--- config.mk ---
export PLATFORM = sky130hd
export DESIGN_NAME = serial_sub_flat
export DESIGN_NICKNAME = d
export VERILOG_FILES = /design/src/rtl/sub_pkg.sv /design/src/rtl/serial_sub_if.sv /design/src/rtl/serial_sub_full_sub.sv /design/src/rtl/serial_sub.sv /design/src/flat_wrapper.sv
export SDC_FILE = /design/constraint.sdc
export NUM_CORES = 1
export LEC_CHECK = 0
export ABC_AREA = 0
export BUFFER_PORTS_ARGS = -buffer_cell sky130_fd_sc_hd__clkbuf_2
export CAP_MARGIN = 15
export CORE_MARGIN = 4
export CORE_UTILIZATION = 55
export CTS_CLUSTER_SIZE = 16
export DETAILED_ROUTE_END_ITERATION = 6
export PLACE_DENSITY_LB_ADDON = 0.3
export SETUP_SLACK_MARGIN = 0.05
export SYNTH_ARGS = -nofsm -noshare
export SYNTH_HDL_FRONTEND = slang
export SYNTH_SLANG_ARGS = --single-unit
--- constraint.sdc ---
create_clock -name clk -period 1.8 [get_ports clk]
set_input_delay 0.18 -clock clk [delete_from_list [all_inputs] [get_ports clk]]
set_output_delay 0.18 -clock clk [all_outputs]
set_load 0.05 [all_outputs]
--- src/rtl/sub_pkg.sv ---
// Shared types and default sizing for the serial subtractor.
package sub_pkg;

  typedef enum logic [1:0] {
    IDLE,
    RUN,
    DONE
  } state_e;

  localparam int DEF_WIDTH = 8;
  localparam int DEF_STEP  = 1;

endpackage

--- src/rtl/serial_sub_if.sv ---
// Request/result bundle for serial_sub. Defining SERIAL_SUB_OVF_EN adds the ovf result bit.
interface serial_sub_if
  import sub_pkg::*;
#(
  parameter int WIDTH = DEF_WIDTH
) ();

  logic             start;
  logic [WIDTH-1:0] a;
  logic [WIDTH-1:0] b;
  logic             bin;
  logic             busy;
  logic             done;
  logic [WIDTH-1:0] diff;
  logic             bout;
`ifdef SERIAL_SUB_OVF_EN
  logic             ovf;

  modport master (output start, a, b, bin, input busy, done, diff, bout, ovf);
  modport slave  (input start, a, b, bin, output busy, done, diff, bout, ovf);
`else
  modport master (output start, a, b, bin, input busy, done, diff, bout);
  modport slave  (input start, a, b, bin, output busy, done, diff, bout);
`endif

endinterface

--- src/rtl/serial_sub_full_sub.sv ---
// One-bit full subtractor cell; STEP copies form the per-cycle borrow chain.
module full_sub (
  input  logic a,
  input  logic b,
  input  logic bin,
  output logic d,
  output logic bout
);

  assign d    = a ^ b ^ bin;
  assign bout = (~a & b) | (~(a ^ b) & bin);

endmodule

--- src/rtl/serial_sub.sv ---
// Multi-cycle subtractor: diff = a - b - bin over WIDTH/STEP cycles, STEP bits per cycle.
// Defining SERIAL_SUB_OVF_EN adds a registered signed-overflow flag (ovf).
module serial_sub
  import sub_pkg::*;
#(
  parameter int WIDTH = DEF_WIDTH,
  parameter int STEP  = DEF_STEP
) (
  input  logic         clk,
  input  logic         rst,
  serial_sub_if.slave  bus
);

  localparam int N     = WIDTH / STEP;
  localparam int CNT_W = $clog2(N + 1);

  state_e           state_q;
  logic [WIDTH-1:0] a_q, b_q, diff_q;
  logic [WIDTH-1:0] a_d, b_d, diff_d;
  logic             borrow_q;
  logic             bout_q;
  logic             busy_q;
  logic             done_q;
  logic [CNT_W-1:0] cnt_q;
  logic [STEP:0]    br;
  logic [STEP-1:0]  d_step;
  logic             last_step;

  assign br[0] = borrow_q;

  for (genvar i = 0; i < STEP; i++) begin : g_chain
    full_sub u_full_sub (
      .a    (a_q[i]),
      .b    (b_q[i]),
      .bin  (br[i]),
      .d    (d_step[i]),
      .bout (br[i+1])
    );
  end

  // NOTE: every output of this block is assigned unconditionally, so no latch can be inferred.
  always_comb begin
    a_d    = a_q >> STEP;
    b_d    = b_q >> STEP;
    // New result bits enter at the top; after N shifts the LSB chunk sits at bit 0.
    diff_d = (diff_q >> STEP) | (WIDTH'(d_step) << (WIDTH - STEP));
  end

  assign last_step = (cnt_q == CNT_W'(N - 1));

`ifdef SERIAL_SUB_OVF_EN
  logic ovf_q;
  assign bus.ovf = ovf_q;
`endif

  // NOTE: sequential state uses non-blocking assignments so every register samples pre-edge values.
  always_ff @(posedge clk) begin
    if (rst) begin
      // NOTE: operand registers are reset too; they are few flops and keep simulation X-free.
      state_q  <= IDLE;
      a_q      <= '0;
      b_q      <= '0;
      borrow_q <= 1'b0;
      diff_q   <= '0;
      bout_q   <= 1'b0;
      busy_q   <= 1'b0;
      done_q   <= 1'b0;
      cnt_q    <= '0;
`ifdef SERIAL_SUB_OVF_EN
      ovf_q    <= 1'b0;
`endif
    end else begin
      case (state_q)
        RUN: begin
          a_q      <= a_d;
          b_q      <= b_d;
          borrow_q <= br[STEP];
          diff_q   <= diff_d;
          cnt_q    <= cnt_q + CNT_W'(1);
          if (last_step) begin
            state_q <= DONE;
            busy_q  <= 1'b0;
            done_q  <= 1'b1;
            bout_q  <= br[STEP];
`ifdef SERIAL_SUB_OVF_EN
            ovf_q   <= br[STEP-1] ^ br[STEP];
`endif
          end
        end
        default: begin
          // IDLE and DONE both accept a new request, giving back-to-back operation.
          done_q <= 1'b0;
          if (bus.start) begin
            a_q      <= bus.a;
            b_q      <= bus.b;
            borrow_q <= bus.bin;
            cnt_q    <= '0;
            busy_q   <= 1'b1;
            state_q  <= RUN;
          end else begin
            state_q  <= IDLE;
          end
        end
      endcase
    end
  end

  assign bus.busy = busy_q;
  assign bus.done = done_q;
  assign bus.diff = diff_q;
  assign bus.bout = bout_q;

endmodule

--- src/flat_wrapper.sv ---
// flat-port wrapper written by rule: the top's interface ports become plain ports
module serial_sub_flat import sub_pkg::*;
#(
  parameter int WIDTH = DEF_WIDTH,
  parameter int STEP  = DEF_STEP
)
  (clk, rst, bus_start, bus_a, bus_b, bus_bin, bus_busy, bus_done, bus_diff, bus_bout);
  serial_sub_if #(.WIDTH(WIDTH)) bus_i ();
  input  logic clk;
  input  logic rst;
  input wire logic [$bits(bus_i.start)-1:0] bus_start;
  input wire logic [$bits(bus_i.a)-1:0] bus_a;
  input wire logic [$bits(bus_i.b)-1:0] bus_b;
  input wire logic [$bits(bus_i.bin)-1:0] bus_bin;
  output wire logic [$bits(bus_i.busy)-1:0] bus_busy;
  output wire logic [$bits(bus_i.done)-1:0] bus_done;
  output wire logic [$bits(bus_i.diff)-1:0] bus_diff;
  output wire logic [$bits(bus_i.bout)-1:0] bus_bout;
  assign bus_i.start = bus_start;
  assign bus_i.a = bus_a;
  assign bus_i.b = bus_b;
  assign bus_i.bin = bus_bin;
  assign bus_busy = bus_i.busy;
  assign bus_done = bus_i.done;
  assign bus_diff = bus_i.diff;
  assign bus_bout = bus_i.bout;
  serial_sub #(.WIDTH(WIDTH), .STEP(STEP)) u_core (.clk(clk), .rst(rst), .bus(bus_i));
endmodule
==> results of run 1 <==
==> power breakdown <==
part           leakage (uW)  total, uW  internal [uW]  switching, uW
logic              0.000386        188           78.1            110
clock network     0.0000450        542            288            255
registers          0.000279        816            793           23.4
==> per-stage QoR <==
step / utilization [%] / setup WS [ps] / std cells
after floorplan: - / 658.4 / 154
after global placement: 62.93 / 345.7 / 203
after detailed placement: 62.93 / 279.6 / 203
after CTS: 66.06 / 254.4 / 211
after global routing: 66.16 / 324.0 / 211
final: 66.16 / 484.4 / 211
==> Yosys cell counts, types with 2 or more instances <==
cell	count
inv_1	2
a211oi_1	16
nand2b_1	2
nand2_1	19
buf_6	3
buf_2	5
nand3b_1	4
a21oi_1	13
nor3_1	5
nand3_1	2
nor2_1	17
clkbuf_1	5
mux2i_1	16
dfxtp_1	34
==> worst min-delay path by stage <==
stage / endpoint / slack, ps / cells after the start
2_1_floorplan: u_core.a_q[7] / 380 / 2
3_3_place_gp: u_core.bus.diff[0] / 450 / 2
5_1_grt: u_core.b_q[7] / 130 / 3
6_report: u_core.a_q[7] / 140 / 3
4_1_cts: u_core.a_q[7] / 120 / 3
3_5_place_dp: u_core.bus.diff[5] / 460 / 2
==> placed cells by master, fill, tap and decap left out, types with 2 or more instances in the layout <==
cell      count
clkbuf_2     30
clkinv_2      2
mux2i_1      16
nor2_1       17
clkbuf_4      5
a211oi_1     16
a21oi_1      13
inv_1         2
nand3_1       2
nand3b_1      4
nor3_1        5
dfxtp_1      34
buf_4         3
nand2_1      19
==> flip-flops by register name (all words and copies together), names as in the netlist <==
name             cells
u_core.b_q           8
u_core.borrow_q      1
u_core.bus.busy      1
u_core.bus.bout      1
u_core.bus.diff      8
u_core.bus.done      1
u_core.state_q       2
u_core.a_q           8
u_core.cnt_q         4
==> layer usage <==
metal  up-vias  part of all wire, %
met2        25                   47
met4         0                  2.4
met5         -                    0
li1        587                    -
met1       550                   46
met3         5                  4.2
==> worst register-to-register path: cells and delay by family (launching register included) <==
| family | cells | cell delay (ps) |
|---|---|---|
| buffers and inverters | 1 | 260 |
| AND/OR/NAND/NOR | 2 | 400 |
| AO/OA/AOI/OAI | 1 | 220 |
| flip-flops | 1 | 340 |
==> final cells by class <==
| class | instances | area [sq um] | area share (%) |
|---|---|---|---|
| clock inverter | 3 | 40.04 | 2.443 |
| inverter | 2 | 7.507 | 0.4580 |
| tap | 30 | 37.54 | 2.290 |
| sequential | 34 | 680.7 | 41.53 |
| multi-input combinational | 104 | 663.1 | 40.46 |
| timing repair buffer | 33 | 172.7 | 10.53 |
| clock buffer | 5 | 37.54 | 2.290 |
==> timing repair <==
action,CTS,global route
hold buffers,0,0
gates resized for setup,0,1
setup endpoints to repair,0,1
endpoints found under the hold margin,0,0
==> logic make-up after synthesis <==
logic type	share of synthesized area [%]
mux	12.22
simple gates	16.32
flops	47.47
fa+ha+maj	2.269
compound gates	15.27
buf+inv	6.457
==> results.py, run 1 <==
metrics = {
    "routing": {
        "dr.pass1.iters": 4,
        "vias_per_cell": 5.531,
        "drc": 0,
        "first_iter_violations": 27,
        "detail_route.wl_per_cell_microns": 13.00,
        "drt-total-wl_mm": 2.742,
        "route.antenna.remaining_nets": 0,
        "vias": 1167,
    },
    "floorplan": {
        "dieHeight_microns": 59.06,
        "ios": 31,
        "initial_utilization_pct": 57.88,
        "core_sq_um": 2477,
        "dieArea_sq_um": 3488,
        "die_x_microns": 59.06,
        "rows": 18,
    },
    "layout": {
        "antenna_cells": 0,
        "fillers": 219,
        "syn2layout_area_growth_pct": 14.31,
        "finalInstanceArea_sq_um": 1639,
        "nNetsFinal": 202,
        "layout-drive-gt1-share_pct": 24.31,
    },
    "worst_setup_path": {
        "critPathLaunchType": "flop",
        "crit_chain": "nand2b_2 -> buf_4 -> nor2_1 -> a211oi_1",
        "cpPeakStageDelay_ps": 340,
        "cpLargestDelayFamily": "simple AND/OR/NAND/NOR gates",
        "cp-startpoint": "u_core.state_q[1]",
        "reg2regPathDepth": 4,
        "cp.depth": 4,
        "r2r-start": "u_core.state_q[1]",
        "endpoint": "u_core.b_q[6]",
        "arrival_ps": 1560,
        "crit_type": "reg2reg",
        "cp_max_fo": 19,
        "cp_slowest_cell": "dfxtp_1",
        "cp-end-kind": "flop",
        "crit_required_ps": 2050,
        "r2r_setup_slack_ps": 480,
        "cp_num_buf_inv": 1,
        "r2r_end": "u_core.b_q[6]",
    },
    "clock_network": {
        "cts_buffer_depth": 2,
        "cts_tree": "done",
        "h-tree-depth": 2,
        "clkLatencyLatePin_ps": 340,
        "cts_inserted_buffers": 5,
        "cts_root_buf": "clkbuf_4",
        "clk_pin_slew_ps": 110,
        "clkSinkCount": 34,
        "post_cts_buffers": 0,
    },
    "timing": {
        "timing.fmax_ghz": 0.7601,
        "fin_crit_ps": 1316,
        "fin_skew_ps": 9.238,
        "worstMarginPinSlew_ps": 696.0,
        "fin_tns_setup_ps": 0,
        "slew_headroom_pct": 53.60,
        "fin_crit_sh_pct": 73.09,
        "hold_viol": 0,
        "worst_hold_slack_ps": 135.6,
        "setup_viol": 0,
        "maxSlewViolCount": 0,
        "grt_setup_unrepaired": "no",
    },
    "placement": {
        "gp_congestion": 0.6665,
        "placed_cell_area_sq_um": 1559,
        "port_buffers": 30,
        "hpwlAfterDp_mm": 1.849,
    },
    "synthesis": {
        "syn_nets": 176,
        "syn_area_sq_um": 1434,
        "synth_edf_count": 0,
        "ys_ff_latch": 34,
        "synth_flop_cell": "dfxtp_1",
        "ys_warn_count": 0,
        "synth_cells": 154,
        "yosysSeqAreaShare_pct": 47.47,
        "synth_async_sr_flop_share_pct": 0,
        "yosys-top-cells-area": "dfxtp_1 47%, mux2i_1 11%, a211oi_1 8.4%",
        "synth_cell_types": 25,
        "synth_top_area_cell": "dfxtp_1",
        "avgSynthCellArea_sq_um": 9.311,
        "synth.top_cell.area_share_pct": 47.47,
    },
    "global_route": {
        "antenna_found_initial": 0,
        "grt_pass1_wl_mm": 4.830,
        "grt_max_degree": 35,
        "grt_use_total_pct": 18.64,
        "first_global_vias": 1093,
        "top_usage_layer": "met2",
        "grtUsageMet2_pct": 28.86,
        "use_met3_pct": 6.972,
        "grt-ovfl-total": 0,
        "met1_usage_pct": 22.31,
    },
    "power": {
        "ir_worst_vdd_mv": 0.6062,
        "power_per_cell_area_nw_per_um2": 943.6,
        "fin_total_pwr_uw": 1547,
        "leakage_uw": 0.0007101,
    },
    "outcome": {
        "status": "finished clean",
    },
    "hold_path": {
        "hold_path_class": "in2reg",
        "min-delay-start": "bus_a[7]",
    },
    "flow_run": {
        "cap_violations": 0,
    },
}
(Power assumes the default switching activity.)
==> inputs of run 2 (changes only) <==
ABC_AREA = 1   (was 0)
CORE_UTILIZATION = 53   (was 55)
clock period = 1.22 ns   (was 1.8 ns; I/O delays follow)
==> results.py, run 2 <==
metrics = {
    "worst_setup_path": {
        "crit_required_ps": 1480,
        "crit_chain": "inv_1 -> fa_2 -> nand2_1 -> o21ai_0",
        "arrival_ps": 1370,
        "cp-end-kind": "flop",
        "cp_num_buf_inv": 1,
        "cpPeakStageDelay_ps": 530,
        "crit_type": "reg2reg",
        "cpLargestDelayFamily": "adder cells",
        "r2r_setup_slack_ps": 110,
        "critPathLaunchType": "flop",
        "cp_slowest_cell": "fa_2",
        "cp_max_fo": 2,
    },
    "timing": {
        "worstMarginPinSlew_ps": 287.4,
        "grt_setup_unrepaired": "yes",
        "worst_hold_slack_ps": 41.52,
        "slew_headroom_pct": 80.77,
        "timing.fmax_ghz": 0.9010,
        "fin_crit_sh_pct": 90.97,
        "fin_skew_ps": 6.915,
        "fin_crit_ps": 1110,
        "hold_viol": 0,
        "maxSlewViolCount": 0,
        "setup_viol": 0,
        "fin_tns_setup_ps": 0,
    },
    "layout": {
        "nNetsFinal": 267,
        "layout-drive-gt1-share_pct": 27.24,
        "antenna_cells": 0,
        "final_cell_mix": "56 x nand2_1, 45 x nand3_1, 30 x clkbuf_2",
        "fin_util_pct": 71.35,
        "layout_commonest_cell": "nand2_1",
        "fillers": 209,
        "syn2layout_area_growth_pct": 23.81,
    },
    "routing": {
        "vias_per_cell": 5.000,
        "first_iter_violations": 53,
        "vias": 1380,
        "detail_route.wl_per_cell_microns": 11.51,
        "wl_met3_microns": 225,
        "route.met2.wl_mm": 1.488,
        "drc": 0,
        "dr.pass1.iters": 4,
        "route.antenna.remaining_nets": 0,
        "wl_met1_mm": 1.425,
        "dr.max_layer_used": "met4",
        "drt-total-wl_mm": 3.178,
    },
    "global_route": {
        "grt_pass1_wl_mm": 5.175,
        "grt-ovfl-total": 0,
        "first_global_vias": 1208,
        "antenna_found_initial": 0,
        "grt_max_degree": 18,
        "grt_use_total_pct": 18.67,
    },
    "power": {
        "pwr-share-seq_pct": 51.6,
        "p_sw_share_pct": 25.37,
        "power_per_cell_area_nw_per_um2": 1244,
        "p_sw_uw": 583.3,
        "leakage_uw": 0.0009344,
        "intPower_uw": 1716,
        "ir_worst_vdd_mv": 0.9349,
        "fin_total_pwr_uw": 2299,
        "pwr-share-comb_pct": 13.7,
        "clockPowerShare_pct": 34.7,
    },
    "synthesis": {
        "synth_cells": 205,
        "ys_warn_count": 0,
        "yosysSeqAreaShare_pct": 45.60,
        "ys_ff_latch": 34,
        "avgSynthCellArea_sq_um": 7.281,
        "syn_nets": 227,
        "yosys-top-cells-area": "dfxtp_1 46%, nand3_1 15%, nand2_1 14%",
        "synth.most_common_cell": "nand2_1",
        "synthTopCellsByCount": "57 x nand2_1, 45 x nand3_1, 34 x dfxtp_1",
        "synth_cell_types": 19,
        "synth_async_sr_flop_share_pct": 0,
        "synth_flop_cell": "dfxtp_1",
        "synth.top_cell.area_share_pct": 45.60,
        "syn_area_sq_um": 1493,
        "synth_top_area_cell": "dfxtp_1",
        "synth_edf_count": 0,
    },
    "clock_network": {
        "cts_root_buf": "clkbuf_4",
        "h-tree-depth": 2,
        "cts_inserted_buffers": 5,
        "clkLatencyLatePin_ps": 330,
        "cts_buffer_depth": 2,
        "clkSinkCount": 34,
        "clk_pin_slew_ps": 100,
        "cts_tree": "done",
    },
    "floorplan": {
        "dieArea_sq_um": 3730,
        "ios": 31,
        "initial_utilization_pct": 57.63,
        "die_x_microns": 61.07,
        "dieHeight_microns": 61.07,
        "core_sq_um": 2590,
        "rows": 18,
    },
    "outcome": {
        "status": "finished clean",
    },
    "placement": {
        "port_buffers": 30,
        "hpwlAfterDp_mm": 2.277,
        "gp_congestion": 0.7830,
    },
    "flow_run": {
        "cap_violations": 0,
    },
    "hold_path": {
        "hold_path_class": "in2reg",
    },
}
## run 2: changes by cell type after synthesis, sizes merged, moves of 2 or more
cell	delta
a211oi	-17
a21oi	-9
clkbuf	-4
inv	+27
mux2i	-16
nand2	+40
nand2b	-2
nand3	+43
nand3b	-4
nor2	-5
nor3	-5
o21ai	+4
o22ai	+6
## run 2: logic make-up (layout without fill, tap and decap cells)
kind of cell	after synthesis	in the layout	synth area share [%]
AO/OA/AOI/OAI	15	15	5.532
adder cells (fa/ha/maj)	2	2	2.179
buffers and inverters	38	79	12.07
flip-flops	34	34	45.60
AND/OR/NAND/NOR	116	116	34.62
## run 2: worst paths after layout
path | cells after the start | from | to
setup / recovery | 4 | u_core.b_q[0] | u_core.bus.diff[7]
hold / removal | 3 | bus_a[7] | u_core.a_q[7]
setup reg to reg | 4 | u_core.b_q[0] | u_core.bus.diff[7]
hold reg to reg | 2 | u_core.a_q[6] | u_core.a_q[5]
## run 2: cell type report
| type | count | area, sq um | share of cell area (%) |
|---|---|---|---|
| clock inverter | 3 | 40.04 | 2.167 |
| inverter | 29 | 108.9 | 5.890 |
| clock buffer | 5 | 37.54 | 2.031 |
| sequential | 34 | 686.9 | 37.17 |
| multi-input combinational | 133 | 656.9 | 35.55 |
| tap | 30 | 37.54 | 2.031 |
| timing repair buffer | 42 | 280.3 | 15.17 |
## run 2: power groups by stage
stage,Combinational (uW),Sequential (uW),Clock [uW]
final,315,1190,797
after global placement,299,1210,0
after global routing,360,1190,863
after CTS,304,1180,815
after detailed placement,300,1210,0
after floorplan,186,1230,0
## run 2: tightest hold or removal path, stage by stage
cell and delay [ps]:
clkbuf_2 80, nand2_1 60, a21oi_1 70
## run 2: metrics by stage
stage,instances,area (sq um),setup slack [ps]
2_1_floorplan,205,1493,175.5
3_3_place_gp,264,1707,127.9
3_5_place_dp,264,1707,105.6
4_1_cts,273,1794,77.34
5_1_grt,276,1848,8.125
6_report,276,1848,110.1
## run 2: routing by layer
layer,track usage (%),vias up
met3,5.241,7
met1,23.24,598
met5,0,-
li1,-,733
met2,30.21,42
met4,8.050,0
## run 2: what timing repair did
item	in CTS	in global routing
gates resized for setup	0	11
buffers inserted	0	3
endpoints found under the setup margin	0	24
hold buffers	1	0
endpoints found under the hold margin	1	0
==> inputs of run 3 (changes only) <==
CORE_UTILIZATION = 48   (was 53)
==> results.py, run 3 (synthesized netlist as in run 2, its figures left out) <==
metrics = {
    "worst_setup_path": {
        "crit_required_ps": 1460,
        "cp-end-kind": "flop",
        "r2r-start": "u_core.b_q[0]",
        "crit_type": "reg2reg",
        "cp_max_fo": 2,
        "crit_chain": "inv_1 -> fa_2 -> nand2_1 -> o21ai_0",
        "cpPeakStageDelay_ps": 430,
        "cp-startpoint": "u_core.b_q[0]",
        "arrival_ps": 1350,
        "cp_slowest_cell": "fa_2",
        "critPathLaunchType": "flop",
    },
    "routing": {
        "drc": 0,
        "dr.pass1.iters": 4,
        "vias_per_cell": 4.964,
        "first_iter_violations": 86,
        "drt-total-wl_mm": 3.099,
        "detail_route.wl_per_cell_microns": 11.19,
        "vias": 1375,
        "route.antenna.remaining_nets": 0,
    },
    "timing": {
        "setup_viol": 0,
        "timing.fmax_ghz": 0.8998,
        "fin_crit_ps": 1111,
        "slew_headroom_pct": 79.83,
        "fin_skew_ps": 5.560,
        "grt_setup_unrepaired": "yes",
        "worstMarginPinSlew_ps": 302.1,
        "fin_tns_setup_ps": 0,
        "fin_crit_sh_pct": 91.09,
        "hold_viol": 0,
        "maxSlewViolCount": 0,
    },
    "power": {
        "leakage_uw": 0.0009253,
        "p_sw_share_pct": 27.21,
        "pwr-share-comb_pct": 14.7,
        "power_per_cell_area_nw_per_um2": 1183,
        "fin_total_pwr_uw": 2159,
        "ir_worst_vdd_mv": 0.9026,
        "intPower_uw": 1571,
        "pwr-share-seq_pct": 54.9,
        "clockPowerShare_pct": 30.3,
        "p_sw_uw": 587.3,
    },
    "global_route": {
        "grt_use_total_pct": 16.41,
        "antenna_found_initial": 0,
        "grt-ovfl-total": 0,
        "grt_max_degree": 18,
        "grt_pass1_wl_mm": 5.361,
        "first_global_vias": 1219,
    },
    "floorplan": {
        "dieArea_sq_um": 4066,
        "rows": 19,
        "die_x_microns": 63.77,
        "dieHeight_microns": 63.77,
        "core_sq_um": 2853,
        "ios": 31,
        "initial_utilization_pct": 52.32,
    },
    "clock_network": {
        "clkSinkCount": 34,
        "cts_inserted_buffers": 5,
        "clk_pin_slew_ps": 100,
        "clkLatencyLatePin_ps": 340,
        "cts_buffer_depth": 2,
        "cts_tree": "done",
        "h-tree-depth": 2,
        "cts_root_buf": "clkbuf_4",
    },
    "layout": {
        "final_cell_mix": "57 x nand2_1, 45 x nand3_1, 30 x clkbuf_2, 30 x dfxtp_1, 25 x inv_1",
        "instances_no_fill": 277,
        "syn2layout_area_growth_pct": 22.21,
        "antenna_cells": 0,
        "nNetsFinal": 267,
        "layout-drive-gt1-share_pct": 25.20,
        "layout_commonest_cell": "nand2_1",
    },
    "placement": {
        "hpwlAfterDp_mm": 2.148,
        "port_buffers": 30,
        "gp_congestion": 0.7500,
        "place_inst": 264,
    },
    "hold_path": {
        "hold_path_class": "in2reg",
        "min-delay-start": "bus_a[6]",
    },
    "flow_run": {
        "cap_violations": 0,
    },
    "outcome": {
        "status": "finished clean",
    },
}
## run 3: cell type report
class / count / area (sq um)
Clock buffer: 7 / 55.05
Multi-Input combinational cell: 133 / 648.1
Fill cell: 265 / 1028
Clock inverter: 1 / 5.005
Timing Repair Buffer: 42 / 282.8
Tap cell: 31 / 38.79
Inverter: 29 / 108.9
Sequential cell: 34 / 685.7
## run 3: power by group through the flow
stage / sequential [uW] / clock, uW / combinational (uW)
4_1_cts: 1180 / 664 / 306
5_1_grt: 1190 / 719 / 357
3_5_place_dp: 1210 / 0 / 299
3_3_place_gp: 1210 / 0 / 300
2_1_floorplan: 1230 / 0 / 186
6_report: 1190 / 654 / 318
## run 3: final timing paths
check                                          end  slack, ps  cells past startpoint
worst max register to register  u_core.bus.diff[7]        110                      4
worst max-delay path            u_core.bus.diff[7]        110                      4
worst min-delay path                 u_core.a_q[6]         90                      5
worst min register to register       u_core.b_q[0]        450                      2
## run 3: repair_timing
| item | CTS | global route |
|---|---|---|
| gates resized for setup | 0 | 8 |
| setup buffers | 0 | 3 |
| endpoints found under the hold margin | 2 | 0 |
| hold buffers | 2 | 0 |
| endpoints found under the setup margin | 0 | 23 |
## run 3: stage by stage
stage | cell area [sq um] | worst slack (ps) | utilization, % | hold WS [ps]
floorplan | 1493 | 175.5 | - | 262.5
CTS | 1780 | 76.42 | 62.41 | 89.76
detailed placement | 1700 | 108.5 | 59.61 | 361.2
global placement | 1700 | 132.6 | 59.61 | 355.0
global route | 1824 | 30.32 | 63.95 | 113.7
finish | 1824 | 108.7 | 63.95 | 91.61
## run 3: worst max-delay path: cells and delay by family, from the launching register on
kind	cells	cell delay [ps]
AO/OA/AOI/OAI	1	80
adder cells (fa/ha/maj)	1	430
buffers and inverters	1	70
flip-flops	1	330
AND/OR/NAND/NOR	1	100
## run 3: per-layer routing
metal  vias to the layer above  GRT usage (%)  share of wire (%)  wire, microns
li1                        731              -                  -              -
met1                       603          21.72                 47           1472
met2                        35          24.64                 45           1395
met3                         6          6.130                5.9            184
met4                         0          5.660                1.5             46
met5                         -              0                  0              0
